$ cat src/rtl/baud_pkg.sv
// Shared constants for the fractional baud generator.
// Defaults target 115200 baud x16 from a 100 MHz clock.
package baud_pkg;

    localparam int CLK_HZ = 100_000_000;
    localparam int BAUD   = 115_200;
    localparam int OSR    = 16;
    localparam int DIV_W  = 16;
    localparam int FRAC_W = 4;

    // Divisor in 1/2^FRAC_W clk units, rounded to nearest
    localparam int DIV_Q = (CLK_HZ * (2 ** FRAC_W) + (BAUD * OSR) / 2)
                         / (BAUD * OSR);

    localparam int DEF_INT  = DIV_Q / (2 ** FRAC_W);
    localparam int DEF_FRAC = DIV_Q % (2 ** FRAC_W);

    function automatic int os_width(input int osr);
        return $clog2(osr);
    endfunction

    localparam int OS_W = os_width(OSR);

endpackage

$ cat src/rtl/baud_gen.sv
// Fractional-N oversampling baud generator with glitch-free
// divisor switching on bit boundaries.
module baud_gen #(
    parameter int DIV_W    = baud_pkg::DIV_W,
    parameter int FRAC_W   = baud_pkg::FRAC_W,
    parameter int OSR      = baud_pkg::OSR,
    parameter int DEF_INT  = baud_pkg::DEF_INT,
    parameter int DEF_FRAC = baud_pkg::DEF_FRAC
) (
    input  logic              clk,
    input  logic              rst,
    input  logic              en,
    input  logic [DIV_W-1:0]  div_int,
    input  logic [FRAC_W-1:0] div_frac,
    input  logic              load,
    input  logic              restart,
    output logic              os_tick,
    output logic              bit_tick,
    output logic              baud_clk
);

    localparam int OS_W = baud_pkg::os_width(OSR);

    localparam logic [OS_W-1:0]   OS_HALF  = OS_W'(OSR / 2 - 1);
    localparam logic [OS_W-1:0]   OS_LAST  = OS_W'(OSR - 1);
    localparam logic [DIV_W-1:0]  INT_RST  = DIV_W'(DEF_INT);
    localparam logic [FRAC_W-1:0] FRAC_RST = FRAC_W'(DEF_FRAC);
    localparam logic [DIV_W-1:0]  CNT_RST  = DIV_W'(DEF_INT - 1);

    function automatic logic [DIV_W-1:0] clamp_div(
        input logic [DIV_W-1:0] d
    );
        return (d < DIV_W'(2)) ? DIV_W'(2) : d;
    endfunction

    logic [DIV_W-1:0]  act_int_q,  act_int_d;
    logic [FRAC_W-1:0] act_frac_q, act_frac_d;
    logic [DIV_W-1:0]  pend_int_q,  pend_int_d;
    logic [FRAC_W-1:0] pend_frac_q, pend_frac_d;
    logic [DIV_W-1:0]  cnt_q,    cnt_d;
    logic [OS_W-1:0]   os_cnt_q, os_cnt_d;
    logic [FRAC_W-1:0] acc_q,    acc_d;
    logic              os_q,   os_d;
    logic              bit_q,  bit_d;
    logic              baud_q, baud_d;

    logic              hit;
    logic              wrap;
    logic [DIV_W-1:0]  new_int;
    logic [FRAC_W-1:0] new_frac;
    logic [DIV_W-1:0]  sel_int;
    logic [FRAC_W-1:0] sel_frac;
    logic [FRAC_W:0]   acc_sum;
    logic [DIV_W-1:0]  reload;

    always_ff @(posedge clk or posedge rst) begin
        if (rst) begin
            act_int_q   <= INT_RST;
            act_frac_q  <= FRAC_RST;
            pend_int_q  <= INT_RST;
            pend_frac_q <= FRAC_RST;
            cnt_q       <= CNT_RST;
            os_cnt_q    <= '0;
            acc_q       <= '0;
            os_q        <= 1'b0;
            bit_q       <= 1'b0;
            baud_q      <= 1'b0;
        end else begin
            act_int_q   <= act_int_d;
            act_frac_q  <= act_frac_d;
            pend_int_q  <= pend_int_d;
            pend_frac_q <= pend_frac_d;
            cnt_q       <= cnt_d;
            os_cnt_q    <= os_cnt_d;
            acc_q       <= acc_d;
            os_q        <= os_d;
            bit_q       <= bit_d;
            baud_q      <= baud_d;
        end
    end

    // A load landing on the wrap bypasses pending so the next bit uses it
    always_comb begin
        hit      = en && (cnt_q == '0);
        wrap     = (os_cnt_q == OS_LAST);
        new_int  = load ? div_int  : pend_int_q;
        new_frac = load ? div_frac : pend_frac_q;
        sel_int  = (hit && wrap) ? new_int  : act_int_q;
        sel_frac = (hit && wrap) ? new_frac : act_frac_q;
        acc_sum  = {1'b0, acc_q} + {1'b0, sel_frac};
        reload   = clamp_div(sel_int) - DIV_W'(1)
                 + DIV_W'(acc_sum[FRAC_W]);

        act_int_d   = act_int_q;
        act_frac_d  = act_frac_q;
        pend_int_d  = pend_int_q;
        pend_frac_d = pend_frac_q;
        cnt_d       = cnt_q;
        os_cnt_d    = os_cnt_q;
        acc_d       = acc_q;
        os_d        = 1'b0;
        bit_d       = 1'b0;
        baud_d      = baud_q;

        if (load) begin
            pend_int_d  = div_int;
            pend_frac_d = div_frac;
        end

        unique case (1'b1)
            restart: begin
                if (load) begin
                    act_int_d  = div_int;
                    act_frac_d = div_frac;
                end
                cnt_d    = clamp_div(act_int_d) - DIV_W'(1);
                os_cnt_d = '0;
                acc_d    = '0;
                baud_d   = 1'b0;
            end
            (hit && !restart): begin
                cnt_d    = reload;
                acc_d    = acc_sum[FRAC_W-1:0];
                os_cnt_d = os_cnt_q + OS_W'(1);
                os_d     = 1'b1;
                if (wrap) begin
                    bit_d      = 1'b1;
                    act_int_d  = new_int;
                    act_frac_d = new_frac;
                end
                if (wrap || os_cnt_q == OS_HALF)
                    baud_d = ~baud_q;
            end
            (en && !restart && !hit): begin
                cnt_d = cnt_q - DIV_W'(1);
            end
            default: ;
        endcase
    end

    assign os_tick  = os_q;
    assign bit_tick = bit_q;
    assign baud_clk = baud_q;

endmodule

$ cat config.mk
export PLATFORM = sky130hd
export DESIGN_NAME = baud_gen
export DESIGN_NICKNAME = d
export VERILOG_FILES = /design/src/rtl/baud_pkg.sv /design/src/rtl/baud_gen.sv
export SDC_FILE = /design/constraint.sdc
export NUM_CORES = 1
export LEC_CHECK = 0
export CORE_MARGIN = 2
export CORE_UTILIZATION = 30
export DETAILED_ROUTE_END_ITERATION = 8
export PLACE_DENSITY = 0.46
export SYNTH_ARGS = -nofsm -noshare
export SYNTH_HDL_FRONTEND = slang
export SYNTH_SLANG_ARGS = --single-unit
export TNS_END_PERCENT = 30
$ cat constraint.sdc
create_clock -name clk -period 5.2 [get_ports clk]
set_input_delay 1.04 -clock clk [delete_from_list [all_inputs] [get_ports clk]]
set_output_delay 1.04 -clock clk [all_outputs]
set_load 0.01 [all_outputs]
After elaboration in Yosys (flattened, before gate mapping)
Index checks and enable logic that the tools add are counted.
{"block": "totals", "reg_bits": 67, "in_bits": 25, "output_inout_bits": 3, "elab_cells": 59}
{"block": "op_classes", "add_sub_neg": 6, "order_cmp": 2, "n_eq_ne": 5, "muxes": 21, "n_bitwise": 1, "reduce_logical": 14}
{"cell": "$mux W16", "n": 7}
{"cell": "$pmux W16 S3", "n": 1}
{"cell": "$sub A16 B1 Y16 const B", "n": 3}
{"cell": "$lt A16 B2 Y1 const B", "n": 2}
{"cell": "$pmux W16 S2", "n": 1}
{"cell": "$pmux W4 S2", "n": 3}
{"cell": "$add A16 B1 Y16", "n": 1}
{"cell": "$logic_not A16 Y1", "n": 1}
{"cell": "$mux W4", "n": 4}
{"cell": "$add A4 B4 Y5", "n": 1}
{"cell": "$logic_and A1 B1 Y1", "n": 5}
{"cell": "$add A4 B1 Y4 const B", "n": 1}
{"cell": "$eq A4 B3 Y1 const B", "n": 1}
{"cell": "$eq A4 B4 Y1 const B", "n": 1}
{"cell": "$mux W1", "n": 4}
{"cell": "$ne A2 B2 Y1 const B", "n": 2}
{"cell": "$reduce_and A2 Y1", "n": 2}
{"cell": "$reduce_and A3 Y1", "n": 1}
{"cell": "$reduce_bool A3 Y1", "n": 1}
{"cell": "$logic_not A1 Y1", "n": 2}
{"cell": "$ne A2 B1 Y1 const B", "n": 1}
{"cell": "$pmux W1 S2", "n": 1}
{"cell": "$reduce_bool A2 Y1", "n": 1}
{"cell": "$logic_or A1 B1 Y1", "n": 1}
{"cell": "$not A1 Y1", "n": 1}

Logic depth before layout (Yosys ltp)
{"block": "depth", "ltp_word": 9, "mapped_depth": 22, "mapped_depth_nobuf": 19}

Least setup slack after synthesis
No wires, ideal clock.
{"block": "synth_path", "path_type": "input-to-reg", "from": "input load", "to": "register cnt_q[14]", "setup_ns": 0.140, "arrival_ns": 5.058, "required_ns": 5.060, "slack_ns": 0.003, "stages": 21, "n_path_buf": 6, "path_cell_list": "buf_2 buf_2 buf_1 buf_1 clkbuf_1 buf_2 mux2i_1 o21ai_0 ha_1 inv_1 fa_1 inv_1 a21o_1 a21oi_1 ha_1 ha_1 nand3_1 a21oi_1 a21oi_1 a2111oi_0 a211oi_1"}
{"block": "synth_via", "elab_chain_len": 7, "word_cells_on_any_way": 15, "cone_classes": "add/sub: 4; order compare: 2; mux: 9"}
{"item": "start: declaration", "line": "baud_gen.sv:15", "text": "input logic load,"}
{"item": "$mux W16"}
{"item": "$mux W16", "line": "baud_gen.sv:88", "text": "sel_int = (hit && wrap) ? new_int : act_int_q;"}
{"item": "$lt A16 B2 Y1", "line": "baud_gen.sv:33", "text": "return (d < DIV_W'(2)) ? DIV_W'(2) : d;"}
{"item": "$mux W16", "line": "baud_gen.sv:33"}
{"item": "$sub A16 B1 Y16", "line": "baud_gen.sv:91", "text": "reload = clamp_div(sel_int) - DIV_W'(1)"}
{"item": "$add A16 B1 Y16", "line": "baud_gen.sv:92", "text": "+ DIV_W'(acc_sum[FRAC_W]);"}
{"item": "$pmux W16 S3 (*)", "line": "baud_gen.sv:110", "text": "unique case (1'b1)"}
{"item": "end signal: assignment", "line": "baud_gen.sv:73", "text": "cnt_q <= cnt_d;"}
{"item": "end: declaration", "line": "baud_gen.sv:40", "text": "logic [DIV_W-1:0] cnt_q, cnt_d;"}
Mark *: on every way between the ends. The rest lies on a longest branch, timed or not. The select of a mux whose other input is x is not followed.
A chain may end at the register's enable or synchronous reset.

Worst setup path after layout
{"block": "layout_path", "from": "register cnt_q[6]", "to": "register cnt_q[14]"}
{"block": "layout_via", "elab_chain_len": 9, "word_cells_on_any_way": 16, "cone_classes": "add/sub: 4; order compare: 1; mux: 4; reduce/logical: 7"}
{"item": "$logic_not A16 Y1", "line": "baud_gen.sv:84", "text": "hit = en && (cnt_q == '0);"}
{"item": "$logic_and A1 B1 Y1", "line": "baud_gen.sv:84"}
{"item": "$logic_and A1 B1 Y1", "line": "baud_gen.sv:88, baud_gen.sv:89"}
{"item": "$mux W16", "line": "baud_gen.sv:88"}
{"item": "$lt A16 B2 Y1", "line": "baud_gen.sv:33"}
{"item": "$mux W16", "line": "baud_gen.sv:33"}
{"item": "$sub A16 B1 Y16", "line": "baud_gen.sv:91"}
{"item": "$add A16 B1 Y16", "line": "baud_gen.sv:92"}
{"item": "$pmux W16 S3", "line": "baud_gen.sv:110"}
Parallel ways exist; a longest one is shown, timed or not.

==> summary.txt <==
Die H - 132.0 µm
Layout area overhead - 18.12%
initial core utilization - 0.3084
Nets - 645
Setup Viol. Count Final - 0
final hold slack - 0.4852 ns
Sequential Area - 1694 µm²
vias in the first global route - 4463
total core area - 15940 µm²
Post-synth EDFFs - 0
Worst Clk Skew - 0.008498 ns
total chip power - 1.677 mW
Final Instance Area - 5807 µm²
IO Port Bufs - 27
CTS tree - built
maximum VDD drop - 146.0 µV
clock transition at the registers of the reported paths - 0.06 ns
Hold Buf Count CTS - 0
CP startpoint - cnt_q[6]$_DFFE_PP0P_
Cell variety after synth - 68
crit end category - flop
delay-heaviest family, CP - simple AND/OR/NAND/NOR gates
Initial DRC Count - 387
hold path depth - 2
CTS Sinks - 67
Final Critical Period - 4.621 ns
fin cells - 831
Final Hold Viols - 0
Area after DPL - 5489 µm²
total setup buffers inserted after CTS - 0
drt via density - 5.440
max_slew headroom - 0.3543
worst skew pair latency - 0.35 ns
mapped cell area - 4916 µm²
H-tree levels - 3
crit path buf inv count - 3
Die Wd - 132.0 µm
total die area - 17430 µm²
placed insts - 815
CP peak stage delay - 0.59 ns
Setup WS post-layout - 0.5789 ns
IO Pins - 28
ys async rst share - 1.000
GRT overflow - 0
cell area power density - 288.8 nW/µm²
Detail Route Antenna Nets - 0
syn nets - 617
MaxCap Viol Count - 0
worst path cell trace - or4_4 > or2_1 > or3_4 > o21ai_0 > ha_1 > inv_1 > fa_1 > inv_1 > a21o_1 > a21oi_1 > ha_1 > buf_4 > ha_1 > nand3_1 > nor3_1 > a21oi_1 > a21oi_1 > a2111oi_0 > a211oi_1
worst reg2reg path startpoint - cnt_q[6]$_DFFE_PP0P_
synth warn - 0
sequential-to-total area share from yosys stat - 0.3446
clk root buf - clkbuf_16
worst slew pin tran - 0.9650 ns
Worst Hold Class - reg -> reg
Worst Setup Start Kind - flop
pre-CTS setup slack - 0.3126 ns
Synth Register Bits - 67
share of layout cells above drive strength 1 - 0.1496
Max Clock Freq - 216.4 MHz
ys flop type - dfrtp_1
Pre-Repair DR Iteration Count - 6
dpl hpwl - 11840 µm
area of the multi-input gates - 3015 µm²
Max Root-Sink Buffers - 2
cts repair resizes - 0
Crit Path Class - reg -> reg
drt wl/cell - 19.51 µm
CP Max Fanout - 7
Syn Inst Count - 582
fin util - 0.3642
vias - 4521
Sum Neg Setup Slack - 0 ns
cts bufs inserted - 9
largest net degree at the start of global routing - 44
static leakage - 2.247 nW
Worst Reg2Reg Path Length in Cells - 19
Max Slew Vio Count - 0
Antenna diodes - 0
global-route wire length before repair - 26190 µm
Max stage delay cell, worst path - or4_4
Worst EP required - 5.41 ns
Levels on crit path - 19
Detailed Route WL - 16210 µm
run status - complete, no violations
Avg Inst Size Synth - 8.447 µm²
gp weighted congestion - 0.8935
initial antenna violation count - 0
RSZ-0062 raised after global routing - false
WP data arrival - 4.83 ns
DRC - 0
# rows - 46
min-delay src - act_frac_q[2]$_DFFE_PP1P_
Fillers - 1648
Tcrit/Tclk final - 0.8887
gr usage total - 0.1927
logic make-up (layout without fill, tap and decap cells):
kind of cell | after synthesis | after routing | share of synthesized area
buffers and inverters | 51 | 84 | 0.04327
flip-flops | 67 | 67 | 0.3446
AO/OA/AOI/OAI | 149 | 149 | 0.1911
AND/OR/NAND/NOR | 224 | 224 | 0.2324
XOR/XNOR | 33 | 33 | 0.05879
adder cells (fa/ha/maj) | 10 | 10 | 0.02698
multiplexers | 48 | 48 | 0.1028
placed cells by master (no fill, tap or decap), types with 18 or more instances in the layout:
| master | netlist | layout |
|---|---|---|
| nor2_1 | 63 | 63 |
| or3_1 | 21 | 21 |
| dfrtp_1 | 53 | 53 |
| clkdlybuf4s50_1 | 0 | 26 |
| buf_4 | 0 | 24 |
| o21ai_0 | 42 | 42 |
| nand2_1 | 55 | 55 |
| mux2i_1 | 28 | 28 |
| mux2_2 | 20 | 20 |
| xnor2_1 | 18 | 18 |
| a21oi_1 | 46 | 46 |
synthesized netlist by cell type (all sizes together) (5+ instances only):
cell	n	share of area
or4	7	0.011
ha	9	0.023
nor3	16	0.017
nor4	6	0.0076
or3	23	0.031
o21ai	44	0.046
nand2b	8	0.010
or3b	5	0.0089
buf	11	0.013
o22ai	8	0.010
nor3b	5	0.0076
a221oi	6	0.011
xnor2	18	0.032
clkbuf	23	0.018
mux2	20	0.046
nor2	63	0.048
dfstp	14	0.075
o31ai	5	0.0076
nand3	15	0.015
mux2i	28	0.057
nand2	56	0.043
xor2	15	0.027
inv	17	0.013
dfrtp	53	0.27
a21oi	46	0.047
a211oi	9	0.016
registers in the layout, summed over array words and instances, names as in the netlist:
signal	count
act_int_q	16
cnt_q	16
pend_int_q	16
acc_q	4
act_frac_q	4
os_cnt_q	4
pend_frac_q	4
baud_clk	1
bit_tick	1
os_tick	1
tightest hold or removal path, stage by stage (launching register included):
cell	delay, ns
dfstp_2	0.37
nand2_1	0.04
o21ai_0	0.07
metal layers:
layer,GRT usage,wire (µm),up-vias
li1,-,-,2167
met1,0.2790,7869,2210
met2,0.2899,7319,121
met3,0.03306,794,23
met4,0.06401,228,0
met5,0,0,-
where the power goes:
part / internal, mW / switching [mW] / total [mW]
sequential: 0.591 / 0.0727 / 0.664
combinational: 0.142 / 0.189 / 0.331
clock: 0.421 / 0.260 / 0.682
total: 1.15 / 0.522 / 1.68
cell type report:
class / count / area share
Inverter: 17 / 0.01099
Sequential cell: 67 / 0.2917
Timing Repair Buffer: 51 / 0.07671
Tap cell: 216 / 0.04654
Clock buffer: 10 / 0.03943
Multi-Input combinational cell: 464 / 0.5193
Clock inverter: 6 / 0.01530
worst paths after layout:
kind                                        endpoint  slack [ns]
setup reg to reg               cnt_q[14]$_DFFE_PP0P_        0.58
hold / removal             act_frac_q[2]$_DFFE_PP1P_        0.49
max in group asynchronous    pend_int_q[1]$_DFF_PP1_        3.05
hold reg to reg            act_frac_q[2]$_DFFE_PP1P_        0.49
setup / recovery               cnt_q[14]$_DFFE_PP0P_        0.58
min in group asynchronous  act_frac_q[3]$_DFFE_PP0P_        1.22
Power figures use the tool's default switching activity.
